[src/rtl/fifo_wr_arbiter.sv]
// Round-robin arbiter sharing one async-FIFO write port among NUM_REQ requesters.
// Grants are locked per burst; each written word carries the source index as a tag.
module fifo_wr_arbiter #(
    parameter int WIDTH     = 8,
    parameter int NUM_REQ   = 4,
    parameter int MAX_BURST = 4,
    parameter int IDW       = $clog2(NUM_REQ)
) (
    input  logic                     wclk,
    input  logic                     rst_n,
    input  logic [NUM_REQ-1:0]       req_valid,
    input  logic [NUM_REQ*WIDTH-1:0] req_data,
    input  logic [NUM_REQ-1:0]       req_last,
    output logic [NUM_REQ-1:0]       req_ready,
    output logic                     fifo_wr_en,
    output logic [WIDTH+IDW-1:0]     fifo_din,
    input  logic                     fifo_wfull,
    output logic [IDW-1:0]           grant_id,
    output logic                     busy
);
    localparam int          CW = $clog2(MAX_BURST + 1);
    localparam int unsigned NR = NUM_REQ;

    typedef enum logic {
        IDLE  = 1'b0,
        BURST = 1'b1
    } state_t;

    state_t         state_q, state_d;
    logic [IDW-1:0] grant_id_q, grant_id_d;
    logic [IDW-1:0] rr_ptr_q, rr_ptr_d;
    logic [CW-1:0]  beat_cnt_q, beat_cnt_d;

    logic [IDW-1:0] winner;
    logic [IDW-1:0] rr_next;
    logic           found;
    logic           g_valid;
    logic           g_last;
    logic [WIDTH-1:0] g_data;
    int unsigned    idx;

    // Port-facing outputs follow the granted requester with zero latency.
    always_comb begin
        g_valid    = req_valid[grant_id_q];
        g_last     = req_last[grant_id_q];
        g_data     = req_data[int'(grant_id_q)*WIDTH +: WIDTH];
        busy       = (state_q == BURST);
        grant_id   = grant_id_q;
        fifo_din   = {grant_id_q, g_data};
        fifo_wr_en = busy && g_valid && !fifo_wfull;
        req_ready  = '0;
        if (busy && !fifo_wfull) begin
            req_ready[grant_id_q] = 1'b1;
        end
    end

    always_comb begin
        state_d    = state_q;
        grant_id_d = grant_id_q;
        rr_ptr_d   = rr_ptr_q;
        beat_cnt_d = beat_cnt_q;
        found      = 1'b0;
        winner     = '0;
        idx        = 0;
        rr_next    = (grant_id_q == IDW'(NUM_REQ - 1)) ? '0 : grant_id_q + 1'b1;

        // Search rr_ptr, rr_ptr+1, ... wrapping at NUM_REQ (not at 2**IDW).
        for (int unsigned i = 0; i < NR; i++) begin
            idx = (32'(rr_ptr_q) + i) % NR;
            if (!found && req_valid[idx[IDW-1:0]]) begin
                found  = 1'b1;
                winner = idx[IDW-1:0];
            end
        end

        case (state_q)
            IDLE: begin
                if (found) begin
                    state_d    = BURST;
                    grant_id_d = winner;
                    beat_cnt_d = '0;
                end
            end
            BURST: begin
                if (fifo_wr_en) begin
                    beat_cnt_d = beat_cnt_q + 1'b1;
                    if (g_last || beat_cnt_q == CW'(MAX_BURST - 1)) begin
                        state_d  = IDLE;
                        rr_ptr_d = rr_next;
                    end
                end else if (!g_valid && !fifo_wfull) begin
                    // Source went quiet: hand the port back rather than hold it idle.
                    state_d  = IDLE;
                    rr_ptr_d = rr_next;
                end
            end
            default: state_d = IDLE;
        endcase
    end

    always_ff @(posedge wclk or negedge rst_n) begin
        if (!rst_n) begin
            state_q    <= IDLE;
            grant_id_q <= '0;
            rr_ptr_q   <= '0;
            beat_cnt_q <= '0;
        end else begin
            state_q    <= state_d;
            grant_id_q <= grant_id_d;
            rr_ptr_q   <= rr_ptr_d;
            beat_cnt_q <= beat_cnt_d;
        end
    end

endmodule

[config.mk]
export PLATFORM = sky130hd
export DESIGN_NAME = fifo_wr_arbiter
export DESIGN_NICKNAME = d
export VERILOG_FILES = /design/src/rtl/fifo_wr_arbiter.sv
export SDC_FILE = /design/constraint.sdc
export NUM_CORES = 1
export LEC_CHECK = 0
export BUFFER_PORTS_ARGS = -buffer_cell sky130_fd_sc_hd__buf_2
export CORE_AREA = 2 2 47 49
export CTS_BUF_LIST = sky130_fd_sc_hd__clkbuf_16
export CTS_CLUSTER_DIAMETER = 60
export DETAILED_ROUTE_END_ITERATION = 7
export DIE_AREA = 0 0 49 51
export GPL_ROUTABILITY_DRIVEN = 1
export PLACE_DENSITY = 0.82
export SYNTH_ARGS = -nofsm -noshare
export SYNTH_HDL_FRONTEND = slang
export SYNTH_SLANG_ARGS = --single-unit
[constraint.sdc]
create_clock -name wclk -period 3 [get_ports wclk]
set_input_delay 0.15 -clock wclk [delete_from_list [all_inputs] [get_ports wclk]]
set_output_delay 0.15 -clock wclk [all_outputs]
set_load 0.01 [all_outputs]
==> results of run 1 <==
[critical path, delay by kind of cell, from the launching register on]
family / cells / cell delay (ps)
muxes: 1 / 520
DFF: 1 / 550
buffers and inverters: 2 / 430
[cell families after synthesis]
family	Yosys count	share of synthesized area
simple gates	22	0.144
mux	16	0.339
compound gates	12	0.104
buf+inv	9	0.0630
flops	8	0.246
fa+ha+maj	6	0.0922
xor+xnor	1	0.0108
[through the flow]
step                      std cells  hold WS, ps   util  setup slack (ps)
final                           162          283  0.585              1110
after global routing            162          322  0.585               999
after CTS                       162          288  0.585              1070
after detailed placement        158         2.75  0.543              1120
after global placement          158        -3.44  0.543              1220
after floorplan                  74         -146      -              1250
[layout make-up]
class,instances,area share
multi-input combinational,57,0.467
timing repair buffer,62,0.263
clock buffer,3,0.0622
tap,28,0.0290
inverter,4,0.0124
sequential,8,0.166
[final timing paths]
| check | start | depth (start not counted) | to | slack (ps) |
|---|---|---|---|---|
| worst max-delay path | grant_id[0]$_DFFE_PN0P_ | 3 | fifo_din[1] | 1110 |
| worst min-delay path | rst_n | 2 | beat_cnt_q[0]$_DFFE_PN0P_ | 280 |
| worst max register to register | grant_id[0]$_DFFE_PN0P_ | 3 | rr_ptr_q[0]$_DFFE_PN0P_ | 1130 |
| worst min register to register | beat_cnt_q[2]$_DFFE_PN0P_ | 2 | beat_cnt_q[2]$_DFFE_PN0P_ | 510 |
| max in group asynchronous | rst_n | 2 | beat_cnt_q[2]$_DFFE_PN0P_ | 2550 |
| min in group wclk | req_valid[0] | 3 | grant_id[1]$_DFFE_PN0P_ | 290 |
[layer usage]
metal | vias up | track usage | routed length (um)
met3 | 6 | 0.0673 | 230
met2 | 53 | 0.347 | 1100
met1 | 397 | 0.204 | 869
li1 | 395 | - | -
met4 | 0 | 0.0714 | 40
met5 | - | 0 | 0
[power by group through the flow]
stage                     clock [mW]  sequential (mW)  combinational [mW]
after floorplan                    0            0.211               0.447
after global placement             0            0.240               0.567
after detailed placement           0            0.248               0.583
after CTS                      0.226            0.248               0.588
after global routing           0.231            0.261               0.644
final                          0.222            0.247               0.584
[sequential cells by signal, summed over array words and instances (netlist names)]
register / cells
beat_cnt_q: 3
busy: 1
grant_id: 2
rr_ptr_q: 2
[cell usage in the layout (no fill, tap or decap), types with 4 or more instances in the layout]
cell	netlist	final
and2_1	6	6
buf_2	2	60
dfrtp_1	8	8
ha_1	6	6
inv_1	4	4
mux2i_1	4	4
mux4_2	9	9
nor2_1	7	7
[what timing repair did]
| item | 4_1_cts | 5_1_grt |
|---|---|---|
| hold endpoints to repair | 8 | 0 |
| hold buffers | 1 | 0 |
| setup endpoints to repair | 0 | 0 |
==> metrics.txt, run 1 <==
Worst IR Drop VDD 0.579 mV; clock sink count 8; cells after synthesis 74; Critical Path Source Type register; Comb pwr share 0.554; Mapped Avg Cell Area 11.0 um2; internal power 643 uW; Power, Total 1.05 mW; full die area 2500 um2; worst-path fanout max 12; CTS tree yes; Cell Area, Synth 815 um2; setup tns final 0 ps; Async S/R FF share, synth 1.00; clk_skew 0.772 ps; post_cts resized 0; Clock Path Buffers 2; net load switching power 411 uW; GP Congestion 0.813; switch share 0.390; initial antenna violation count 0; Rows 17; share of the synthesized area in the top cell type 0.249; Starting Density 0.395; IO Pins 61; Slew Limit Fails 0; DP Wirelength 1850 um; placed inst area 1120 um2; total CTS buffers 3; first-pass GRT wire length 3620 um; diode count 0; Hold Crit Class in -> async; post-synthesis sequential area ratio 0.246; routed wire length 2240 um; DR pass1 iterations 4; pin count of the biggest net entering global routing 17; CP Capture Type output port; vias in the first global route 829; total number of vias 851; WS Path Type reg -> out; Final nets 185; cell taking the most area after synthesis mux4_2; core area 2060 um2; maximum clock frequency 529 MHz; number of setup buffers added after CTS 0; number of synthesized flops with an enable pin 0; Max stage delay on crit path 550 ps; top-count cell post-synth mux4_2; die width 49 um; fin crit share 0.630; top cells by count, synth 9 x mux4_2, 8 x dfrtp_1, 7 x nor2_1; worst slew pin tran 528 ps; CTS Root Cell clkbuf_16; clk slew on worst S/H paths 40 ps; grt total ovfl 0; multi-input logic area 563 um2; top_reg_cell synth dfrtp_1; synthesis warning total 0; Via density 5.25; Static Leak 0.617 nW; GRT Util Overall 0.191; Die Y 51 um; Syn-to-layout area delta 48.1%; Final Setup Violations 0; Slowest-stage cell, CP dfrtp_1; Worst Path Required 2850 ps; Post-Syn Nets 123; #FFs+latches synth 8; Seq pwr share 0.235; Pwr Density 874 nW/um2; run status finished, final reports clean; fin crit period 1890 ps; Hold Vio Cnt, Final 0; CP Data Arrival Time 1740 ps; RSZ-0062 raised after global routing no; Reg area 200 um2; synth unique cells 28; Remaining DRCs 0; cells along the critical path buf_4 -> mux4_2 -> buf_2; Clk pwr share 0.211; fillers 192; post-route cell area 1210 um2; clock latency on the worst-skew pair 230 ps; Slew HR 0.648; max cap viols 0; ratio of cells with drive above 1 in the final layout 0.567; Synth area leaders mux4_2 25%, dfrtp_1 25%, ha_1 9.2%; antenna-violating nets left 0; # H-tree levels 1; DRT iter0 DRCs 7; port bufs 60; Avg WL per Cell 13.8 um
No activity file was read; power rests on OpenSTA's default activity.
==> run 2, diff against run 1 <==
CORE_AREA = 2 2 49 51   (was 2 2 47 49)
DIE_AREA = 0 0 51 53   (was 0 0 49 51)
PLACE_DENSITY = 0.76   (was 0.82)
clock period = 1.91 ns   (was 3 ns; I/O delays follow)
==> metrics.txt, run 2 (same netlist as run 1, synthesis figures left out) <==
worst-path fanout max 3; worst slew pin tran 335 ps; IO Pins 61; full die area 2700 um2; commonest cells after routing, fill and taps aside 60 x buf_2, 9 x mux4_2, 8 x dfrtp_1; Seq pwr share 0.204; Starting Density 0.379; vias in the first global route 859; Avg WL per Cell 14.3 um; first-pass GRT wire length 3680 um; GP Congestion 0.712; clock latency on the worst-skew pair 230 ps; Pwr Density 1370 nW/um2; # H-tree levels 1; Hold Vio Cnt, Final 0; Worst IR Drop VDD 0.668 mV; Reg2Reg Depth 3; multi-input logic area 563 um2; # placed instances 161; Final Hold Slack 232 ps; Worst Path Required 2020 ps; port bufs 60; GRT Util Overall 0.183; clk slew on worst S/H paths 40 ps; Reg area 200 um2; run status finished, final reports clean; Final Setup Violations 0; CP Data Arrival Time 1770 ps; clock sink count 8; number of setup buffers added after CTS 0; internal power 1.04 mW; total number of vias 841; initial antenna violation count 0; ratio of cells with drive above 1 in the final layout 0.577; Via density 5.10; maximum clock frequency 600 MHz; diode count 0; Clock Path Buffers 2; post_cts resized 0; switch share 0.384; Reg with most FFs beat_cnt_q; clk_skew 0.867 ps; fillers 184; Syn-to-layout area delta 50.8%; CTS Root Cell clkbuf_16; commonest non-fill, non-tap cell in the layout buf_2; WS Path Type reg -> reg; max cap viols 0; Remaining DRCs 0; fin crit share 0.873; CP Capture Type register; grt total ovfl 0; Critical Path Source Type register; RSZ-0062 raised after global routing no; setup tns final 0 ps; Clk pwr share 0.210; fin crit period 1670 ps; core area 2150 um2; Slew Limit Fails 0; die width 51 um; Static Leak 0.632 nW; Comb pwr share 0.586; max FFs per register 3; Non-Filler Instances 165; antenna-violating nets left 0; Final nets 188; Hold Crit Class in -> async; DRT iter0 DRCs 8; total CTS buffers 3; Slew HR 0.777; routed wire length 2360 um; CTS tree yes; DR pass1 iterations 4; Rows 17; Die Y 53 um; pin count of the biggest net entering global routing 11; net load switching power 648 uW; DP Wirelength 2000 um
## run 2: cell count changes in the layout (fill, tap and decap cells not counted)
cell / before / now
buf_4: 1 / 4
## run 2: what timing repair did
action	in CTS	in global routing
hold buffers	1	0
hold endpoints to repair	8	0
setup endpoints to repair	0	0
## run 2: worst paths after layout
path	startpoint	to	slack [ps]
max	grant_id[0]$_DFFE_PN0P_	rr_ptr_q[1]$_DFFE_PN0P_	240
min	rst_n	busy$_DFF_PN0_	230
max reg2reg	grant_id[0]$_DFFE_PN0P_	rr_ptr_q[1]$_DFFE_PN0P_	240
min reg2reg	beat_cnt_q[2]$_DFFE_PN0P_	beat_cnt_q[2]$_DFFE_PN0P_	510
max in group asynchronous	rst_n	beat_cnt_q[2]$_DFFE_PN0P_	1510
min in group wclk	req_valid[0]	grant_id[1]$_DFFE_PN0P_	240
## run 2: worst max-delay path, stage by stage, from the launching register on
cell	delay, ps
dfrtp_1	390
mux4_2	570
a21boi_2	230
mux2_1	350
## run 2: final cells by class
cell class,count,area share
well taps,28,0.0285
inverters,4,0.0122
clock buffers,3,0.0611
repair buffers,65,0.277
multi-input cells,57,0.458
flip-flops and latches,8,0.163
## run 2: metal layers
layer  global-route usage  wire length, um  up-vias
met5                    0                0        -
met4               0.0631               17        0
met1                0.169              863      400
li1                     -                -      397
met2                0.377             1260       42
met3               0.0508              218        2
## run 2: stage by stage
stage | total power, mW | worst slack [ps] | instance area, um2 | utilization
floorplan | 1.03 | 158 | 815 | -
global placement | 1.30 | 328 | 1140 | 0.532
detailed placement | 1.34 | 252 | 1140 | 0.532
CTS | 1.70 | 229 | 1230 | 0.572
global route | 1.82 | 155 | 1230 | 0.572
finish | 1.69 | 243 | 1230 | 0.572
## run 2: power groups by stage
stage | registers, mW | logic, mW | clock network (mW)
floorplan | 0.331 | 0.703 | 0
global placement | 0.335 | 0.967 | 0
detailed placement | 0.344 | 0.996 | 0
CTS | 0.343 | 1.00 | 0.356
global route | 0.364 | 1.09 | 0.370
finish | 0.345 | 0.989 | 0.354
